### src/rtl/wb_pwm_fader.sv
// Wishbone-controlled fader: each prescaler tick sweeps every channel, moving its duty
// one step toward its target and pushing each change to the PWM block over a WB master port.
module wb_pwm_fader #(
  parameter int BITS     = 4,
  parameter int CHANNELS = 3,
  parameter int PRE_BITS = 16
) (
  input  logic        wb_clk_i,
  input  logic        wb_rst_i,
  input  logic        wb_cyc_i,
  input  logic        wb_stb_i,
  input  logic        wb_we_i,
  input  logic [31:0] wb_adr_i,
  input  logic [31:0] wb_dat_i,
  output logic [31:0] wb_dat_o,
  output logic        wb_ack_o,
  output logic        wb_stall_o,
  output logic        m_cyc_o,
  output logic        m_stb_o,
  output logic        m_we_o,
  output logic [31:0] m_adr_o,
  output logic [31:0] m_dat_o,
  input  logic        m_ack_i,
  input  logic        m_stall_i
);

  localparam logic [31:0]     MAX_W = 32'(1) << (BITS - 1);
  localparam logic [BITS-1:0] MAX_B = MAX_W[BITS-1:0];
  localparam logic [2:0]      LAST  = 3'(CHANNELS - 1);

  typedef enum logic [1:0] {IDLE, SCAN, REQ, WAIT} state_t;

  state_t              state_reg, state_next;
  logic [2:0]          idx_reg, idx_next;
  logic                pending_reg;
  logic [PRE_BITS-1:0] presc_reg, period_reg;
  logic [BITS-1:0]     target_reg  [CHANNELS];
  logic [BITS-1:0]     current_reg [CHANNELS];

  logic            wb_req, period_wr, tick, step_en, is_last;
  logic [BITS-1:0] cur_sel, tgt_sel, cur_new, wr_target;
  logic [31:0]     rd_data;

  assign wb_stall_o = 1'b0;
  assign wb_req     = wb_cyc_i & wb_stb_i;
  assign period_wr  = wb_req & wb_we_i & (wb_adr_i == 32'd16);
  assign tick       = (presc_reg == period_reg);
  assign wr_target  = (wb_dat_i > MAX_W) ? MAX_B : wb_dat_i[BITS-1:0];
  assign is_last    = (idx_reg == LAST);

  assign m_cyc_o = (state_reg == REQ) || (state_reg == WAIT);
  assign m_stb_o = (state_reg == REQ);
  assign m_we_o  = (state_reg == REQ);

  // Channel select by comparison keeps the 3-bit index independent of CHANNELS.
  always_comb begin
    cur_sel = '0;
    tgt_sel = '0;
    for (int i = 0; i < CHANNELS; i++) begin
      if (idx_reg == 3'(i)) begin
        cur_sel = current_reg[i];
        tgt_sel = target_reg[i];
      end
    end
  end

  assign step_en = (state_reg == SCAN) && (cur_sel != tgt_sel);
  assign cur_new = (cur_sel < tgt_sel) ? cur_sel + BITS'(1) : cur_sel - BITS'(1);

  always_comb begin
    rd_data = '0;
    for (int i = 0; i < CHANNELS; i++) begin
      if (wb_adr_i == 32'(i))     rd_data = 32'(target_reg[i]);
      if (wb_adr_i == 32'(8 + i)) rd_data = 32'(current_reg[i]);
    end
    if (wb_adr_i == 32'd16) rd_data = 32'(period_reg);
  end

  always_comb begin
    state_next = state_reg;
    idx_next   = idx_reg;
    case (state_reg)
      IDLE: if (pending_reg) begin
        state_next = SCAN;
        idx_next   = '0;
      end
      SCAN: begin
        if (step_en)      state_next = REQ;
        else if (is_last) state_next = IDLE;
        else              idx_next   = idx_reg + 3'd1;
      end
      REQ, WAIT: begin
        if (m_ack_i) begin
          if (is_last) state_next = IDLE;
          else begin
            state_next = SCAN;
            idx_next   = idx_reg + 3'd1;
          end
        end else if (state_reg == REQ && !m_stall_i) begin
          state_next = WAIT;
        end
      end
      default: state_next = IDLE;
    endcase
  end

  always_ff @(posedge wb_clk_i or posedge wb_rst_i) begin
    if (wb_rst_i) begin
      state_reg   <= IDLE;
      idx_reg     <= '0;
      pending_reg <= 1'b0;
      presc_reg   <= '0;
      period_reg  <= '0;
      m_adr_o     <= '0;
      m_dat_o     <= '0;
      wb_ack_o    <= 1'b0;
      wb_dat_o    <= '0;
    end else begin
      state_reg <= state_next;
      idx_reg   <= idx_next;
      // A tick always wins, so a sweep start and a new tick in one cycle leave one sweep queued.
      if (tick)                   pending_reg <= 1'b1;
      else if (state_reg == IDLE) pending_reg <= 1'b0;
      if (period_wr || tick) presc_reg <= '0;
      else                   presc_reg <= presc_reg + PRE_BITS'(1);
      if (period_wr) period_reg <= wb_dat_i[PRE_BITS-1:0];
      if (step_en) begin
        m_adr_o <= 32'(idx_reg);
        m_dat_o <= 32'(cur_new);
      end
      wb_ack_o <= wb_req;
      if (wb_req) wb_dat_o <= rd_data;
    end
  end

  generate
    for (genvar gi = 0; gi < CHANNELS; gi++) begin : g_chan
      always_ff @(posedge wb_clk_i or posedge wb_rst_i) begin
        if (wb_rst_i) begin
          target_reg[gi]  <= '0;
          current_reg[gi] <= '0;
        end else begin
          if (wb_req && wb_we_i && (wb_adr_i == 32'(gi))) target_reg[gi] <= wr_target;
          if (step_en && (idx_reg == 3'(gi)))             current_reg[gi] <= cur_new;
        end
      end
    end
  endgenerate

endmodule

### config.mk
export PLATFORM = sky130hd
export DESIGN_NAME = wb_pwm_fader
export DESIGN_NICKNAME = d
export VERILOG_FILES = /design/src/rtl/wb_pwm_fader.sv
export SDC_FILE = /design/constraint.sdc
export NUM_CORES = 1
export LEC_CHECK = 0
export CORE_ASPECT_RATIO = 2
export CORE_MARGIN = 4
export CORE_UTILIZATION = 49
export CTS_BUF_LIST = sky130_fd_sc_hd__clkbuf_16
export CTS_CLUSTER_DIAMETER = 30
export DETAILED_ROUTE_END_ITERATION = 6
export HOLD_SLACK_MARGIN = 0.03
export PLACE_DENSITY = 0.85
export SETUP_SLACK_MARGIN = 0.4
export SYNTH_ARGS = -nofsm -noshare
export SYNTH_HDL_FRONTEND = slang
export SYNTH_SLANG_ARGS = --single-unit
export TNS_END_PERCENT = 100
### constraint.sdc
create_clock -name wb_clk_i -period 9.1 [get_ports wb_clk_i]
set_input_delay 2.73 -clock wb_clk_i [delete_from_list [all_inputs] [get_ports wb_clk_i]]
set_output_delay 2.73 -clock wb_clk_i [all_outputs]
set_load 0.01 [all_outputs]
# After elaboration in Yosys (flattened, before gate mapping)
# Index checks and enable logic that the tools add are counted.
# totals
regBits,102
inputBits,71
out_inout_bits,101
wordCells,91
# op_classes
n_addsub,4
n_lt_le_gt_ge,2
eq_ne,18
mux,30
bitwise,3
n_reduce_logical,19
# op_table
op,n
32-bit 2-to-1 mux,6
"32-bit by 4-bit equality test with 1-bit output, second input constant",3
4-bit 2-to-1 mux,9
"32-bit by 1-bit equality test with 1-bit output, second input constant",1
"32-bit by 2-bit equality test with 1-bit output, second input constant",1
"32-bit by 5-bit equality test with 1-bit output, second input constant",1
"32-bit by 4-bit > comparator with 1-bit output, second input constant",1
32-bit zero test,1
"16-bit by 1-bit adder with 16-bit output, second input constant",1
16-bit equality test,1
16-bit 2-to-1 mux,1
3-bit 2-to-1 mux,4
2-bit 2-to-1 mux,5
1-bit logical AND,9
3-bit case mux with 3 select lines,1
"2-bit != test, second input constant",3
"3-bit != test, second input constant",2
2-bit case mux with 3 select lines,1
3-bit AND reduction,2
"4-bit by 1-bit adder with 4-bit output, second input constant",1
"2-bit equality test, second input constant",2
4-bit < comparator,1
4-bit != test,1
"4-bit by 1-bit subtractor with 4-bit output, second input constant",1
other kinds (12),17

# Longest topological paths before layout
# Gate-level depths: netlist (run 1).
# logic_depth
ltp_word,8
depth_mapped,17
ltp_nobuf,16

# Worst setup path before layout (run 1)
# OpenSTA, ideal clock, no wires.
# synth_timing
path_kind,input to register
startpoint,input port wb_adr_i[18]
endpoint,register period_reg[0]
setup_time_ps,125
t_arrival_ps,4315
required_time_ps,8975
path_slack_ps,4660
stages,6
path_buffers,1
cell_sequence,nor4_2 -> nand4_2 -> nor4_4 -> nand2_4 -> buf_6 -> mux2_4
# synth_via
elab_chain_cells,2
# synth_rtl
item,line_no,source
from (decl),13,"input logic [31:0] wb_adr_i,"
32-bit by 5-bit equality test with 1-bit output,46,assign period_wr = wb_req & wb_we_i & (wb_adr_i == 32'd16);
1-bit bitwise AND,46,
to (signal assigned),126,if (period_wr) period_reg <= wb_dat_i[PRE_BITS-1:0];
to (decl),36,"logic [PRE_BITS-1:0] presc_reg, period_reg;"
# Every way passes these cells.
# A chain may end at the register's enable or synchronous reset.

# Worst setup path in the final report (run 1)
# layout_timing
startpoint,input port wb_adr_i[3]
endpoint,register period_reg[15]
# The elaborated chain is that of the path after synthesis.

==> results of run 1 <==
## worst paths after layout
check / start / endpoint / slack, ns / cells past startpoint
setup / recovery: wb_adr_i[3] / period_reg[15] / 3.63 / 5
hold / removal: m_dat_o[1] / m_dat_o[1] / 0.48 / 2
setup reg to reg: idx_reg[1] / current_reg[10] / 4.50 / 11
hold reg to reg: m_dat_o[1] / m_dat_o[1] / 0.48 / 2
max in group asynchronous: wb_rst_i / m_adr_o[0] / 5.39 / 3
min in group asynchronous: wb_rst_i / presc_reg[2] / 3.03 / 3
## power by group through the flow
stage                     registers (W)  logic, W  clock network (W)
after floorplan                0.000487  0.000544                  0
final                          0.000496  0.000754           0.000416
after global routing           0.000503  0.000830           0.000440
after global placement         0.000498  0.000712                  0
after CTS                      0.000495  0.000753           0.000420
after detailed placement       0.000502  0.000747                  0
## layout make-up
class                           instances  area, um^2  area share, %
Tap cell                              135         169           2.73
Clock buffer                            9         225           3.63
Timing Repair Buffer                   98         978           15.8
Multi-Input combinational cell        353        2500           40.4
Inverter                               14        53.8          0.868
Sequential cell                        86        2150           34.7
Clock inverter                          7         114           1.84
## kinds of logic (layout without fill, tap and decap cells)
group	after synthesis	count (layout)
muxes	49	49
AOI/OAI and AO/OA	61	61
xor gates and xnor gates	35	35
DFF	86	86
adders and majority gates	12	12
other	1	74
and+or+nand+nor	122	122
buffers and inverters	104	128
## Yosys cell counts (2+ instances only)
cell type  count
nand2_1       22
ha_1          11
nand2b_1       3
buf_4         75
nor4_1        13
nand4_1       10
o21ai_0       14
inv_1         14
dfrtp_1       86
clkbuf_1      13
nor3_1         4
a22oi_1        6
a221o_1        3
nor3b_1        4
nor4_2         4
a22o_1        13
and4_1         2
nor2_1        31
xor2_1        26
or2_2          2
a221oi_1       3
mux4_2         4
nor2b_1        5
nand3_1        5
a21oi_1       15
and3_1         4
mux2_2        35
mux2_4         9
and2_1         3
xnor2_1        8
## routing by layer
layer	vias to the layer above	part of all wire (%)
li1	1695	-
met1	1844	32
met2	172	57
met3	53	5.7
met4	0	6.0
met5	-	0
## through the flow
| stage | worst slack, ns | hold WS, ns |
|---|---|---|
| floorplan | 4.15 | 0.466 |
| global placement | 3.45 | 0.460 |
| detailed placement | 3.33 | 0.469 |
| CTS | 3.64 | 0.482 |
| global route | 3.43 | 0.519 |
| finish | 3.63 | 0.480 |
## worst register-to-register path, stage by stage (launching register included)
cell	delay, ns
dfrtp_1	0.42
inv_1	0.13
ha_1	0.25
nor2b_1	0.57
a22oi_1	0.21
nand2_1	0.11
o21ai_0	0.30
ha_1	0.41
and4_1	0.20
or3b_2	0.62
nor3b_1	0.85
mux2_2	0.42
==> results_dict.tcl, run 1 <==
set metrics [dict create \
    synth_area_leader_cell "dfrtp_1" \
    cts_tree "built" \
    port_buffers 97 \
    design_area_um2 6200 \
    antenna_cells 0 \
    peakVddDrop_mv 0.165 \
    numPlacedInstances 686 \
    yosys.area_share.adder_pct 3.11 \
    final_cell_mix "clkdlybuf4s50_1, dfrtp_1, conb_1, mux2_2, nor2_1" \
    leakage_nw 2.90 \
    synth-edff-count 0 \
    synth_area_leaders "dfrtp_1, buf_4, mux2_2, xor2_1, ha_1" \
    max_stage_delay_ns 0.84 \
    ys_ff_latch 86 \
    synth_top_family_by_area "simple AND/OR/NAND/NOR gates" \
    synth_cell_type_count 53 \
    finalSetupTns_ns 0 \
    syn_area_um2 5060 \
    clk_pin_slew_ns 0.06 \
    final_common_cell "clkdlybuf4s50_1" \
    synthFlopType "dfrtp_1" \
    ys.warnings.count 0 \
    placed_cell_area_um2 5860 \
    synth_compound_area_share_pct 8.28 \
    drive_gt1_share_pct 13.4 \
    ioPinCount 172 \
    gr-usage-met1_pct 21.7 \
    insertion_delay_ns 0.34 \
    rsz0062_at_grt "no" \
    clock-sinks 86 \
    relSlewSlack_pct 26.9 \
    design_power_total_w 0.00167 \
    dieArea_um2 12100 \
    clock_path_buffers 2 \
    gp_congestion 0.917 \
    row_count 52 \
    met3_usage_pct 4.56 \
    clockPowerShare_pct 25.0 \
    cts_setup_buffers 0 \
    drt-pass1-iter-count 4 \
    path_max_fanout 18 \
    post_cts_resized 0 \
    antenna_left 0 \
    cts_buffers 9 \
    core_um2 10100 \
    p_per_area_nw_per_um2 269 \
    period_minus_slack_ns 5.47 \
    root_buffer "clkbuf_16" \
    drc_errors 0 \
    worst_pin_slew_ns 1.09 \
    hold_viol_final 0 \
    synthSimpleGateAreaFrac_pct 13.8 \
    grt_pass1_wl_um 20200 \
    synthArstFlopShare_pct 100 \
    yosysTopAreaCellShare_pct 42.5 \
    nets 645 \
    antenna_found_initial 0 \
    end_kind "register" \
    synth_xor_area_share_pct 6.33 \
    p_sw_share_pct 36.8 \
    synthCells 470 \
    use_met2_pct 41.5 \
    clock-skew-final_ns 0.00992 \
    yosysSeqAreaShare_pct 42.5 \
    die_h_um 152 \
    crit_slowest_cell "nor4_4" \
    grt-ovfl-total 0 \
    crit_buf_inv 1 \
    worstPathArrival_ns 5.70 \
    p_comb_share_pct 45.3 \
    via_count 3764 \
    criticalPathCategory "in2reg" \
    internal_power_w 0.00105 \
    syn2layout_area_growth_pct 22.4 \
    critPathLaunchType "input port" \
    min_period_over_period_pct 60.1 \
    path_cells "clkdlybuf4s50_1, or4b_1, nor4_4, nand2_4, mux2_4" \
    vias_per_cell 5.36 \
    synth_mux_area_share_pct 12.4 \
    slew_viol_final 0 \
    dpl.hpwl_um 10200 \
    drtIter0Drc 189 \
    drt_wl_total_um 13100 \
    p_seq_share_pct 29.8 \
    fin_util_pct 61.4 \
    htreeDepth 3 \
    fp.dieW_um 79.9 \
    nFillCells 830 \
    wire_per_inst_um 18.6 \
    fmax_mhz 183 \
    grt_pass1_vias 3965 \
    start_util_pct 50.2 \
    setup_violations 0 \
    final-instance-count-excl-fill 702 \
    p_sw_w 0.000613 \
    cpLargestDelayFamily "simple AND/OR/NAND/NOR gates" \
    worst_ep_required_time_ns 9.32 \
    hold_path.class "reg2reg" \
    cap_viol_max_count 0 \
    hold_buffers 0 \
    grt_use_total_pct 22.3 \
    syn_avg_cell_area_um2 10.8 \
    grt_max_degree 87 \
    status "complete, no violations" \
    grt.busiest_layer "met2" \
]
(Power assumes the default switching activity.)
==> run 2, diff against run 1 <==
Settings changed: CORE_UTILIZATION 49 to 42, PLACE_DENSITY 0.85 to 0.78.
Clock period 9.1 ns to 4.6 ns, I/O delays scaled along.
==> run 2 against run 1 <==
Compared with the run above: routed wire length is essentially flat; clock skew is essentially flat; via count grew 0.56%; utilization shrank 8.8 points; hold slack lost 0.0015 ns; global-route usage shrank 3.3 points; non-clock buffer count grew 8; critical path type is now reg2reg.
==> results_dict.tcl, run 2 (synthesis results as in run 1) <==
set metrics [dict create \
    worst_pin_slew_ns 0.745 \
    nets 653 \
    worstPathArrival_ns 4.14 \
    grt_pass1_wl_um 20300 \
    root_buffer "clkbuf_16" \
    htreeDepth 3 \
    row_count 56 \
    p_sw_w 0.00120 \
    gp_congestion 0.975 \
    antenna_left 0 \
    clk_pin_slew_ns 0.06 \
    peakVddDrop_mv 0.463 \
    grt_use_total_pct 19.0 \
    vias_per_cell 5.26 \
    hold_buffers 0 \
    hold_viol_final 0 \
    drtIter0Drc 230 \
    core_um2 11800 \
    rsz0062_at_grt "no" \
    dieArea_um2 14000 \
    drt-pass1-iter-count 5 \
    port_buffers 97 \
    seq_area_um2 2150 \
    criticalPathCategory "reg2reg" \
    fp.dieW_um 85.6 \
    rrSetupSlack_ns 0.69 \
    period_minus_slack_ns 3.91 \
    wire_per_inst_um 18.1 \
    final-instance-count-excl-fill 720 \
    leakage_nw 2.91 \
    p_comb_share_pct 47.6 \
    p_seq_share_pct 31.3 \
    cts_buffers 9 \
    status "complete, no violations" \
    p_per_area_nw_per_um2 508 \
    path_max_fanout 7 \
    nFillCells 1030 \
    start_util_pct 43.0 \
    slew_viol_final 0 \
    whs_path_depth 2 \
    relSlewSlack_pct 50.0 \
    dpl.hpwl_um 10400 \
    p_sw_share_pct 38.2 \
    insertion_delay_ns 0.34 \
    internal_power_w 0.00194 \
    crit-reg2reg-capture "current_reg[7]" \
    via_count 3785 \
    drive_gt1_share_pct 14.4 \
    finalSetupTns_ns 0 \
    min_period_over_period_pct 85.0 \
    drc_errors 0 \
    grt_pass1_vias 3935 \
    cts_tree "built" \
    min_to "m_adr_o[0]" \
    critPathLaunchType "register" \
    end_kind "register" \
    clock_path_buffers 2 \
    clock-sinks 86 \
    multiInputGateArea_um2 2500 \
    fmax_mhz 256 \
    cts_setup_buffers 0 \
    numPlacedInstances 704 \
    grt-ovfl-total 0 \
    antenna_cells 0 \
    hp-start "m_adr_o[0]" \
    clockPowerShare_pct 21.2 \
    antenna_found_initial 0 \
    ff2ff_path_depth 17 \
    ioPinCount 172 \
    cap_viol_max_count 0 \
    worst_ep_required_time_ns 4.83 \
    final_common_cell "clkdlybuf4s50_1" \
    syn2layout_area_growth_pct 22.4 \
    hold_path.class "reg2reg" \
    drt_wl_total_um 13100 \
    grt_max_degree 42 \
    final_cell_mix "clkdlybuf4s50_1, dfrtp_1, conb_1, mux2_2, nor2_1" \
    post_cts_resized 0 \
    clock-skew-final_ns 0.0102 \
    r2r-start "idx_reg[0]" \
    die_h_um 163 \
    setup_violations 0 \
]
==> run 2: cell count changes in the layout (fill, tap and decap cells not counted), sizes merged <==
cell,previous run,this run
clkinv,3,4
inv,14,15
buf,1,9
clkinvlp,1,2
bufinv,3,0
==> run 2: layer usage <==
layer / part of all wire, % / GRT usage (%) / routed length (um) / vias up
li1: - / - / - / 1708
met1: 33 / 19.1 / 4290 / 1856
met2: 57 / 35.6 / 7390 / 182
met3: 6.0 / 3.89 / 785 / 39
met4: 4.7 / 10.2 / 609 / 0
met5: 0 / 0 / 0 / -
==> run 2: worst max path at each step <==
stage                     slack [ns]  depth (start not counted)              to         from
final                           0.69                         17  current_reg[7]   idx_reg[0]
after CTS                       0.72                         17  current_reg[7]   idx_reg[0]
after detailed placement        0.75                         17  current_reg[7]   idx_reg[0]
after global placement          0.96                          5   target_reg[7]  wb_adr_i[9]
after global routing            0.50                         17  current_reg[7]   idx_reg[0]
after floorplan                  1.0                          1  current_reg[0]     wb_rst_i
==> run 2: metrics by stage <==
stage	util (%)	hold WS, ns	instance area [um^2]	setup slack [ns]	power (W)
after floorplan	-	0.466	5340	0.998	0.00204
after detailed placement	50.4	0.470	5930	0.748	0.00249
after global routing	52.7	0.523	6200	0.496	0.00337
after CTS	52.7	0.485	6200	0.717	0.00316
final	52.7	0.479	6200	0.690	0.00315
after global placement	50.4	0.473	5930	0.959	0.00242
==> run 2: critical path, cell delays in order, from the launching register on <==
cell and delay, ns:
dfrtp_1 0.42, inv_1 0.10, ha_1 0.23, nor3b_2 0.16, buf_4 0.17, a22oi_1 0.26
nand2_1 0.12, o21ai_0 0.28, ha_1 0.25, inv_1 0.04, a21oi_1 0.16, o21a_1 0.22
inv_1 0.09, ha_1 0.35, nand3_1 0.11, o2111ai_1 0.24, xnor3_1 0.32, mux2_2 0.29
==> run 2: final cells by class <==
cell class / instances / share of cell area, %
Multi-Input combinational cell: 353 / 40.4
Sequential cell: 86 / 34.7
Clock buffer: 9 / 3.63
Inverter: 14 / 0.868
Tap cell: 145 / 2.93
Timing Repair Buffer: 106 / 16.8
Clock inverter: 7 / 0.707
==> run 2: power groups by stage <==
| stage | Combinational, W | Clock (W) | Sequential [W] |
|---|---|---|---|
| floorplan | 0.00108 | 0 | 0.000964 |
| global placement | 0.00144 | 0 | 0.000989 |
| detailed placement | 0.00149 | 0 | 0.000998 |
| CTS | 0.00150 | 0.000676 | 0.000983 |
| global route | 0.00165 | 0.000717 | 0.000999 |
| finish | 0.00150 | 0.000666 | 0.000983 |
